--- config.mk ---
export PLATFORM = sky130hd
export DESIGN_NAME = reg_file_wr_arbiter
export DESIGN_NICKNAME = d
export VERILOG_FILES = /design/src/rtl/reg_file_wr_arbiter_pkg.sv /design/src/rtl/reg_file_wr_arbiter_rr_arbiter.sv /design/src/rtl/reg_file_wr_arbiter.sv
export SDC_FILE = /design/constraint.sdc
export NUM_CORES = 1
export LEC_CHECK = 0
export BUFFER_PORTS_ARGS = -buffer_cell sky130_fd_sc_hd__buf_2
export CORE_MARGIN = 3
export CORE_UTILIZATION = 45
export DETAILED_ROUTE_END_ITERATION = 10
export MAX_ROUTING_LAYER = met4
export PLACE_DENSITY = 0.79
export SETUP_SLACK_MARGIN = 0.02
export SYNTH_ARGS = -nofsm -noshare
export SYNTH_HDL_FRONTEND = slang
export SYNTH_HIERARCHICAL = 1
export SYNTH_SLANG_ARGS = --single-unit
--- constraint.sdc ---
create_clock -name Reg_File_CLK -period 3.4 [get_ports Reg_File_CLK]
set_input_delay 0.51 -clock Reg_File_CLK [delete_from_list [all_inputs] [get_ports Reg_File_CLK]]
set_output_delay 0.51 -clock Reg_File_CLK [all_outputs]
set_load 0.05 [all_outputs]
--- src/rtl/reg_file_wr_arbiter_pkg.sv ---
// Shared constants and helpers for the register-file write-port arbiter.
// Included by rr_arbiter and reg_file_wr_arbiter via import reg_wr_arb_pkg::*.
package reg_wr_arb_pkg;

    localparam int REG_ADDR_W = 5;
    localparam int REG_DATA_W = 32;
    localparam int GRANT_W    = 3;
    localparam int MAX_REQ    = 8;

    localparam logic [REG_ADDR_W-1:0] ZERO_REG = 5'd0;

    // OR-reduction encoder: exact for a one-hot input, zero for an all-zero input.
    function automatic logic [GRANT_W-1:0] onehot_to_idx(input logic [MAX_REQ-1:0] oh);
        logic [GRANT_W-1:0] idx;
        idx = '0;
        for (int i = 0; i < MAX_REQ; i++) begin
            if (oh[i]) idx = idx | GRANT_W'(i);
        end
        return idx;
    endfunction

endpackage

--- src/rtl/reg_file_wr_arbiter_rr_arbiter.sv ---
// Combinational round-robin arbiter: scans req starting at ptr and returns a
// one-hot grant plus the pointer value that follows that grant.
module rr_arbiter
    import reg_wr_arb_pkg::*;
#(
    parameter int N = 3
) (
    input  logic [N-1:0]       req,
    input  logic               hold,
    input  logic [GRANT_W-1:0] ptr,
    output logic [N-1:0]       gnt,
    output logic [GRANT_W-1:0] next_ptr
);

    logic [2*N-1:0] rotated;
    logic           found;
    int             sel;

    // NOTE: every output of a combinational block gets a default first, so no path leaves it unassigned and no latch is inferred.
    always_comb begin
        gnt      = '0;
        next_ptr = ptr;
        found    = 1'b0;
        sel      = 0;
        // Bit k of rotated is requester (ptr + k) mod N.
        rotated  = {req, req} >> ptr;
        for (int k = 0; k < N; k++) begin
            if (!hold && !found && rotated[k]) begin
                found = 1'b1;
                sel   = int'(ptr) + k;
                if (sel >= N) sel = sel - N;
                gnt      = N'(1) << sel;
                next_ptr = (sel == N - 1) ? '0 : GRANT_W'(sel + 1);
            end
        end
    end

endmodule

--- src/rtl/reg_file_wr_arbiter.sv ---
// Round-robin arbiter sharing the register-file write port A3/WE3/WD3 among
// NUM_REQ writeback requesters through a one-deep registered stage.
// Optional read bypass enabled by defining REG_WR_FWD_EN.
module reg_file_wr_arbiter
    import reg_wr_arb_pkg::*;
#(
    parameter int NUM_REQ = 3,
    parameter int ADDR_W  = REG_ADDR_W,
    parameter int DATA_W  = REG_DATA_W
) (
    input  logic                      Reg_File_CLK,
    input  logic                      Reg_File_RST,
    input  logic [NUM_REQ-1:0]        req_valid,
    output logic [NUM_REQ-1:0]        req_ready,
    input  logic [NUM_REQ*ADDR_W-1:0] req_addr,
    input  logic [NUM_REQ*DATA_W-1:0] req_data,
    input  logic                      wr_hold,
    output logic [ADDR_W-1:0]         A3,
    output logic                      WE3,
    output logic [DATA_W-1:0]         WD3,
`ifdef REG_WR_FWD_EN
    input  logic [ADDR_W-1:0]         A1,
    input  logic [ADDR_W-1:0]         A2,
    input  logic [DATA_W-1:0]         RD1_in,
    input  logic [DATA_W-1:0]         RD2_in,
    output logic [DATA_W-1:0]         RD1_fwd,
    output logic [DATA_W-1:0]         RD2_fwd,
`endif
    output logic [GRANT_W-1:0]        grant_id
);

    localparam logic [ADDR_W-1:0] ZERO_ADDR = ADDR_W'(ZERO_REG);

    logic [GRANT_W-1:0] ptr;
    logic [GRANT_W-1:0] next_ptr;
    logic [NUM_REQ-1:0] gnt;
    logic               transfer;
    logic [ADDR_W-1:0]  sel_addr;
    logic [DATA_W-1:0]  sel_data;
    logic [GRANT_W-1:0] sel_id;

    rr_arbiter #(
        .N        (NUM_REQ)
    ) u_rr_arbiter (
        .req      (req_valid),
        .hold     (wr_hold),
        .ptr      (ptr),
        .gnt      (gnt),
        .next_ptr (next_ptr)
    );

    // Ready is suppressed while reset is held so no requester sees a phantom accept.
    assign req_ready = gnt & {NUM_REQ{Reg_File_RST}};
    assign transfer  = |req_ready;
    assign sel_id    = onehot_to_idx(MAX_REQ'(gnt));

    always_comb begin
        sel_addr = '0;
        sel_data = '0;
        for (int i = 0; i < NUM_REQ; i++) begin
            if (gnt[i]) begin
                sel_addr = req_addr[i*ADDR_W +: ADDR_W];
                sel_data = req_data[i*DATA_W +: DATA_W];
            end
        end
    end

    // NOTE: sequential state uses non-blocking assignments so every flop samples pre-edge values.
    always_ff @(posedge Reg_File_CLK or negedge Reg_File_RST) begin
        if (!Reg_File_RST) begin
            ptr      <= '0;
            WE3      <= 1'b0;
            A3       <= '0;
            WD3      <= '0;
            grant_id <= '0;
        end else begin
            ptr <= next_ptr;
            if (transfer) begin
                // A write to register 0 is accepted but never reaches the file.
                WE3      <= (sel_addr != ZERO_ADDR);
                A3       <= sel_addr;
                WD3      <= sel_data;
                grant_id <= sel_id;
            end else begin
                WE3 <= 1'b0;
            end
        end
    end

`ifdef REG_WR_FWD_EN
    // Bypass covers a read of the register being written in this same cycle.
    assign RD1_fwd = (WE3 && (A1 == A3) && (A1 != ZERO_ADDR)) ? WD3 : RD1_in;
    assign RD2_fwd = (WE3 && (A2 == A3) && (A2 != ZERO_ADDR)) ? WD3 : RD2_in;
`endif

endmodule

==> reports/results.ini, run 1 <==
[timing]
final_period_minus_worst_setup_slack_ps = 3300
timing.final.hold_violations = 0
post-route-period-util = 0.970
finalMaxSlewViolations = 0
setup_tns_ps = 0
worst_hold_slack_ps = 128
max_clock_freq_mhz = 303
finalClockSkew_ps = 11.1
final_report_setup_violation_count = 0

[global_routing]
grt_start_max_net_pins = 45
first_global_vias = 3228
grt_pass1_wl_um = 16300
initial_antenna_violation_count = 0
global_route.overflow_total = 0
grtUsageTotal = 0.253

[routing]
first_iter_violations = 385
viasPerCell = 5.71
detail-route-antenna-nets = 0
avgRoutedWirePerCell_um = 16.6
wire_length_after_detailed_routing_um = 10400
number_of_design_rule_violations_left_after_detail_routing = 0
total_via_count_in_the_routed_design = 3566
drt_pass1_iterations = 5

[clock_tree]
ctsLongestPathBuffers = 2
clk_latency_ps = 300
cts_tree = built
cts_buffer_count = 5
cts.hold.buffers_added = 0
cts-htree-levels = 2
clock_root_cell = sky130_fd_sc_hd__clkbuf_8
cts_sinks = 43
clk_transition_reported_paths_ps = 90

[place]
weighted_congestion_at_the_end_of_routability_driven_global_placement = 0.983
placed_cells_incl_taps = 612
placedInstanceArea_mm2 = 0.00413
port_buffers = 159
dp_hpwl_um = 8110

[setup_path]
cp_num_buf_inv = 2
setup.worst_path.start_class = flip-flop
worst-setup-path-type = reg -> out
timing.critical_path.max_delay_family = compound AO/OA/AOI/OAI gates
cp-end-kind = output port
worst_r2r_startpoint = ptr[1]$_DFF_PN0_
timing.critical_path.slowest_stage_cell = sky130_fd_sc_hd__dfrtp_1
worstPathCellList = inv_1 -> ha_2 -> nand2b_1 -> nor2_1 -> a21oi_1 -> o211ai_1 -> o32a_1 -> o32ai_4 -> and2_4 -> buf_2
worstPathMaxFanout = 8
critical_path_arrival_ps = 2790
critical_path_required_ps = 2890
cp-startpoint = ptr[1]$_DFF_PN0_
cpPeakStageDelay_ps = 380

[floorplan]
die_footprint_mm2 = 0.00813
row_count = 30
die_height_um = 90.2
placeableCoreArea_mm2 = 0.00683
floorplan.initialDensity = 0.466
floorplan.io_pins = 161
chipWidth_um = 90.2

[power_and_ir_drop]
vdd_ir_drop_max_mv = 0.569
power_leakage_uw = 0.00210
power_density_mw_per_mm2 = 998

[synth]
syn-cell-area_mm2 = 0.00319
postSynth.asyncResetShare = 1.00
ys_dominant_reg_cell = sky130_fd_sc_hd__dfrtp_1
synth.top_cells.by_area = sky130_fd_sc_hd__dfrtp_1, sky130_fd_sc_hd__a221oi_1, sky130_fd_sc_hd__o31ai_1
number_of_enable_flip_flop_cells_after_synthesis = 0
post-synth-top-area-cell = sky130_fd_sc_hd__dfrtp_1
mappedNetlistNets = 502
synth_top_cell_area_share = 0.338
synth.yosys.seq_area_share = 0.338
syn_inst = 373
postSynthAreaPerCell_um2 = 8.54
yosys_warnings = 6
synth.ff_latch_count = 43
synth_cell_type_count = 58

[hold_path]
hold_class = in -> async

[flow_run]
maximum_capacitance_violations = 0

[finish]
final_cells = 624
final_core_util = 0.629
layout.cell_area.non_filler_mm2 = 0.00430
layout.cells.most_common = sky130_fd_sc_hd__buf_2
most-common-layout-cells = sky130_fd_sc_hd__buf_2, sky130_fd_sc_hd__nand2_1, sky130_fd_sc_hd__nor2_1, sky130_fd_sc_hd__dfrtp_1, sky130_fd_sc_hd__o31ai_1
syn_to_final_growth_pct = 34.8
diodes = 0
layout.filler_cells = 598
nets_finish = 656
drive_above_1_share = 0.396

[run_status]
run_status = finished clean

==> power breakdown <==
group / internal [µW] / switching [µW]
combinational: 1140 / 2000
clock: 219 / 179
sequential: 656 / 94.8
total: 2020 / 2270
==> cells in the mapped netlist, drive strengths merged (2+ instances only) <==
master and instances:
a211o 3, a211oi 2, a21o 5, a21oi 15, a221o 3, a221oi 33
a31oi 3, and2 4, buf 22, clkbuf 12, dfrtp 43, ha 12
inv 12, mux2i 7, nand2 52, nand2b 4, nand3 2, nand3b 5
nor2 43, nor2b 2, nor3 4, o211ai 2, o21ai 15, o22a 3
o22ai 2, o311ai 2, o31ai 36, xnor2 6
==> cell families (layout without fill, tap and decap cells) <==
| group | after synthesis | after routing | synth area share |
|---|---|---|---|
| compound gates | 131 | 131 | 0.321 |
| xor+xnor | 7 | 7 | 0.0192 |
| fa+ha+maj | 12 | 12 | 0.0471 |
| buf+inv | 47 | 202 | 0.0687 |
| flops | 43 | 43 | 0.338 |
| mux | 8 | 8 | 0.0255 |
| other cells | 1 | 1 | 0.00118 |
| simple gates | 124 | 124 | 0.179 |
==> layout make-up <==
type / instances / area [µm²] / area share
Multi-Input combinational cell: 283 / 1950 / 0.454
Sequential cell: 43 / 1080 / 0.251
Timing Repair Buffer: 181 / 986 / 0.230
Tap cell: 96 / 120 / 0.0280
Clock buffer: 5 / 68.8 / 0.0160
Inverter: 13 / 51.3 / 0.0119
Clock inverter: 3 / 43.8 / 0.0102
==> metal layers <==
metal | up-vias | global-route usage | part of all wire
li1 | 1696 | - | -
met4 | 0 | 0.0612 | 0.013
met3 | 14 | 0.0343 | 0.066
met5 | - | - | 0
met1 | 1685 | 0.343 | 0.44
met2 | 171 | 0.404 | 0.49
==> metrics by stage <==
stage | setup WS (ps) | power, µW
after detailed placement | 290 | 3800
after floorplan | 88.6 | 3010
final | 104 | 4290
after global placement | 338 | 3740
after CTS | 40.4 | 4210
after global routing | -31.4 | 4610
==> timing repair <==
action	4_1_cts	5_1_grt
resized for setup	1	4
hold endpoints to repair	0	0
pin swaps	1	2
endpoints found under the setup margin	1	3
setup buffers	0	4
gates cloned	0	0
==> state kept, by name, summed over array words and instances, names as in the netlist <==
register  count
WE3           1
WD3          32
grant_id      2
A3            5
ptr           3
==> worst paths after layout <==
check / slack (ps) / cells past startpoint / to
min in group Reg_File_CLK: 470 / 1 / grant_id[1]$_DFFE_PN0P_
worst max register to register: 230 / 12 / WD3[3]$_DFFE_PN0P_
worst min-delay path: 130 / 1 / WD3[16]$_DFFE_PN0P_
worst max-delay path: 100 / 10 / req_ready[1]
worst min register to register: 470 / 1 / grant_id[1]$_DFFE_PN0P_
max in group asynchronous: 2630 / 2 / WD3[8]$_DFFE_PN0P_
(Power assumes the default switching activity.)
==> run 2: changes to the inputs <==
--- a/config.mk
+++ b/config.mk
@@ -5,12 +5,12 @@
 export SDC_FILE = /design/constraint.sdc
 export NUM_CORES = 1
 export LEC_CHECK = 0
-export BUFFER_PORTS_ARGS = -buffer_cell sky130_fd_sc_hd__buf_2
 export CORE_MARGIN = 3
 export CORE_UTILIZATION = 45
 export DETAILED_ROUTE_END_ITERATION = 10
+export DONT_BUFFER_PORTS = 1
 export MAX_ROUTING_LAYER = met4
-export PLACE_DENSITY = 0.79
+export PLACE_DENSITY = 0.6
 export SETUP_SLACK_MARGIN = 0.02
 export SYNTH_ARGS = -nofsm -noshare
 export SYNTH_HDL_FRONTEND = slang
==> run 2 against run 1 <==
Compared with the run above:
- sequential share of layout area up 5.3 points
- sequential power up 57%
- first-iteration DRC count shrank 44%
- largest cell class unchanged
- highest routed layer unchanged
- routed wire length decreased by 6.3%
==> reports/results.ini, run 2 (same netlist as run 1, synthesis figures left out) <==
[run_status]
run_status = finished clean

[power_and_ir_drop]
power.net_switching_uw = 2230  ; -1.6%
internal-power_uw = 1840  ; -8.6%
power_leakage_uw = 0.00143  ; -32%
power.share.clock = 0.081  ; -0.012
power.share.combinational = 0.629  ; -0.103
seq_power_share = 0.290  ; +0.115
swShare = 0.548  ; +0.0185
vdd_ir_drop_max_mv = 0.402  ; -29%
power_density_mw_per_mm2 = 1150  ; +15%

[finish]
drive_above_1_share = 0.145  ; -0.251
layout.cells.most_common = sky130_fd_sc_hd__nand2_1
registers.top_by_ff_count = WD3
diodes = 0  ; unchanged
syn_to_final_growth_pct = 11.3
final_core_util = 0.519  ; -0.110
most-common-layout-cells = sky130_fd_sc_hd__nand2_1, sky130_fd_sc_hd__nor2_1, sky130_fd_sc_hd__dfrtp_1, sky130_fd_sc_hd__o31ai_1, sky130_fd_sc_hd__a221oi_1
top_regs = WD3 (32), A3 (5), ptr (3)
nets_finish = 501  ; -24%
largest_register_ff_count = 32  ; unchanged

[place]
weighted_congestion_at_the_end_of_routability_driven_global_placement = 0.897  ; -8.7%
port_buffers = 0  ; -100%
dp_hpwl_um = 7040  ; -13%

[timing]
finalClockSkew_ps = 12.9  ; +1.80 ps
max_clock_freq_mhz = 309  ; +2.0%
finalMaxSlewViolations = 0  ; unchanged
final_report_setup_violation_count = 0  ; unchanged
final_period_minus_worst_setup_slack_ps = 3230  ; -63.7 ps
post-route-period-util = 0.951  ; -0.0187
rsz0062_at_grt = no
setup_tns_ps = 0  ; unchanged
worst_slew_pin_slew_ps = 524
slew-limit-headroom = 0.651
timing.final.hold_violations = 0  ; unchanged

[clock_tree]
clk_latency_ps = 300  ; about the same
cts_sinks = 43  ; unchanged
cts_tree = built
clk_transition_reported_paths_ps = 100  ; about the same
clock_root_cell = sky130_fd_sc_hd__clkbuf_8
ctsLongestPathBuffers = 2  ; unchanged
cts_buffer_count = 5  ; unchanged
cts-htree-levels = 2  ; unchanged

[global_routing]
global_route.overflow_total = 0  ; unchanged
grt_start_max_net_pins = 44  ; -2.2%
first_global_vias = 2873  ; -11%
grtUsageTotal = 0.233  ; -0.0204
initial_antenna_violation_count = 0  ; unchanged
grt_pass1_wl_um = 15100  ; -7.8%

[hold_path]
hold_class = in -> async

[setup_path]
cp-end-kind = output port
worst-setup-path-type = reg -> out
setup.worst_path.start_class = flip-flop
critical_path_required_ps = 2890  ; about the same
critical_path_arrival_ps = 2720  ; -70 ps
worstPathMaxFanout = 21  ; +13

[routing]
number_of_design_rule_violations_left_after_detail_routing = 0  ; unchanged
avgRoutedWirePerCell_um = 20.7  ; +25%
wire_length_after_detailed_routing_um = 9710  ; -6.3%
viasPerCell = 6.39  ; +12%
first_iter_violations = 216  ; -44%
detail-route-antenna-nets = 0  ; unchanged
total_via_count_in_the_routed_design = 2999  ; -16%
drt_pass1_iterations = 5  ; unchanged

[flow_run]
maximum_capacitance_violations = 0  ; unchanged

[floorplan]
placeableCoreArea_mm2 = 0.00683  ; unchanged
floorplan.io_pins = 161  ; unchanged
die_height_um = 90.2  ; unchanged
row_count = 30  ; unchanged
die_footprint_mm2 = 0.00813  ; unchanged
chipWidth_um = 90.2  ; unchanged
floorplan.initialDensity = 0.466  ; unchanged

==> run 2: cell types whose count changed in the layout (fill, tap and decap cells not counted), sizes merged <==
cell      change
bufinv        -1
clkinvlp      +1
buf         -156
clkinv        -1
clkbuf        +2
==> run 2: final timing paths <==
kind | from | endpoint | slack, ps | cells after the start
min reg2reg | WD3[26]$_DFFE_PN0P_ | WD3[26]$_DFFE_PN0P_ | 790 | 2
min in group Reg_File_CLK | wr_hold | ptr[2]$_DFF_PN0_ | 360 | 1
max | ptr[1]$_DFF_PN0_ | req_ready[1] | 170 | 9
max reg2reg | ptr[1]$_DFF_PN0_ | WD3[14]$_DFFE_PN0P_ | 310 | 11
max in group asynchronous | Reg_File_RST | ptr[0]$_DFF_PN0_ | 3150 | 1
min | Reg_File_RST | WD3[24]$_DFFE_PN0P_ | 40 | 1
==> run 2: what timing repair did <==
action / CTS / global route
gates cloned: 0 / 1
setup endpoints to repair: 2 / 2
hold buffers: 1 / 0
pin swaps: 0 / 1
hold endpoints to repair: 43 / 0
gates resized for setup: 5 / 5
setup buffers: 0 / 0
==> run 2: final cells by class <==
class	instances	area (µm²)
clock buffers	6	72.6
clock inverters	2	12.5
fillers	658	3280
inverters	13	51.3
multi-input cells	283	1960
flip-flops and latches	43	1080
well taps	96	120
repair buffers	26	258
==> run 2: through the flow <==
stage / worst slack, ps / std cells / total power [µW] / area [µm²] / hold WS [ps]
2_1_floorplan: 88.6 / 373 / 3010 / 3190 / 214
3_3_place_gp: 169 / 459 / 3620 / 3370 / 215
3_5_place_dp: 53.6 / 459 / 3630 / 3370 / 215
4_1_cts: 49.6 / 468 / 4010 / 3510 / 47.7
5_1_grt: 19.1 / 469 / 4390 / 3550 / 54.6
6_report: 167 / 469 / 4080 / 3550 / 44.9
==> run 2: power by group through the flow <==
| stage | sequential (µW) | combinational [µW] | clock (µW) |
|---|---|---|---|
| floorplan | 1150 | 1860 | 0 |
| global placement | 1190 | 2420 | 0 |
| detailed placement | 1190 | 2440 | 0 |
| CTS | 1180 | 2490 | 341 |
| global route | 1200 | 2830 | 363 |
| finish | 1180 | 2560 | 331 |
==> run 2: layer usage <==
| metal | global-route usage | wire, µm |
|---|---|---|
| met3 | 0.0452 | 798 |
| met4 | 0.0561 | 136 |
| met1 | 0.314 | 4200 |
| met5 | - | 0 |
| met2 | 0.362 | 4570 |
==> run 2: critical path: stages (launching register included) <==
cell,delay (ps)
sky130_fd_sc_hd__dfrtp_1,420
sky130_fd_sc_hd__buf_4,190
sky130_fd_sc_hd__ha_2,270
sky130_fd_sc_hd__nor4b_2,330
sky130_fd_sc_hd__or3_1,150
sky130_fd_sc_hd__o211ai_1,100
sky130_fd_sc_hd__o32a_1,240
sky130_fd_sc_hd__o32ai_4,230
sky130_fd_sc_hd__buf_12,230
sky130_fd_sc_hd__and2_4,260
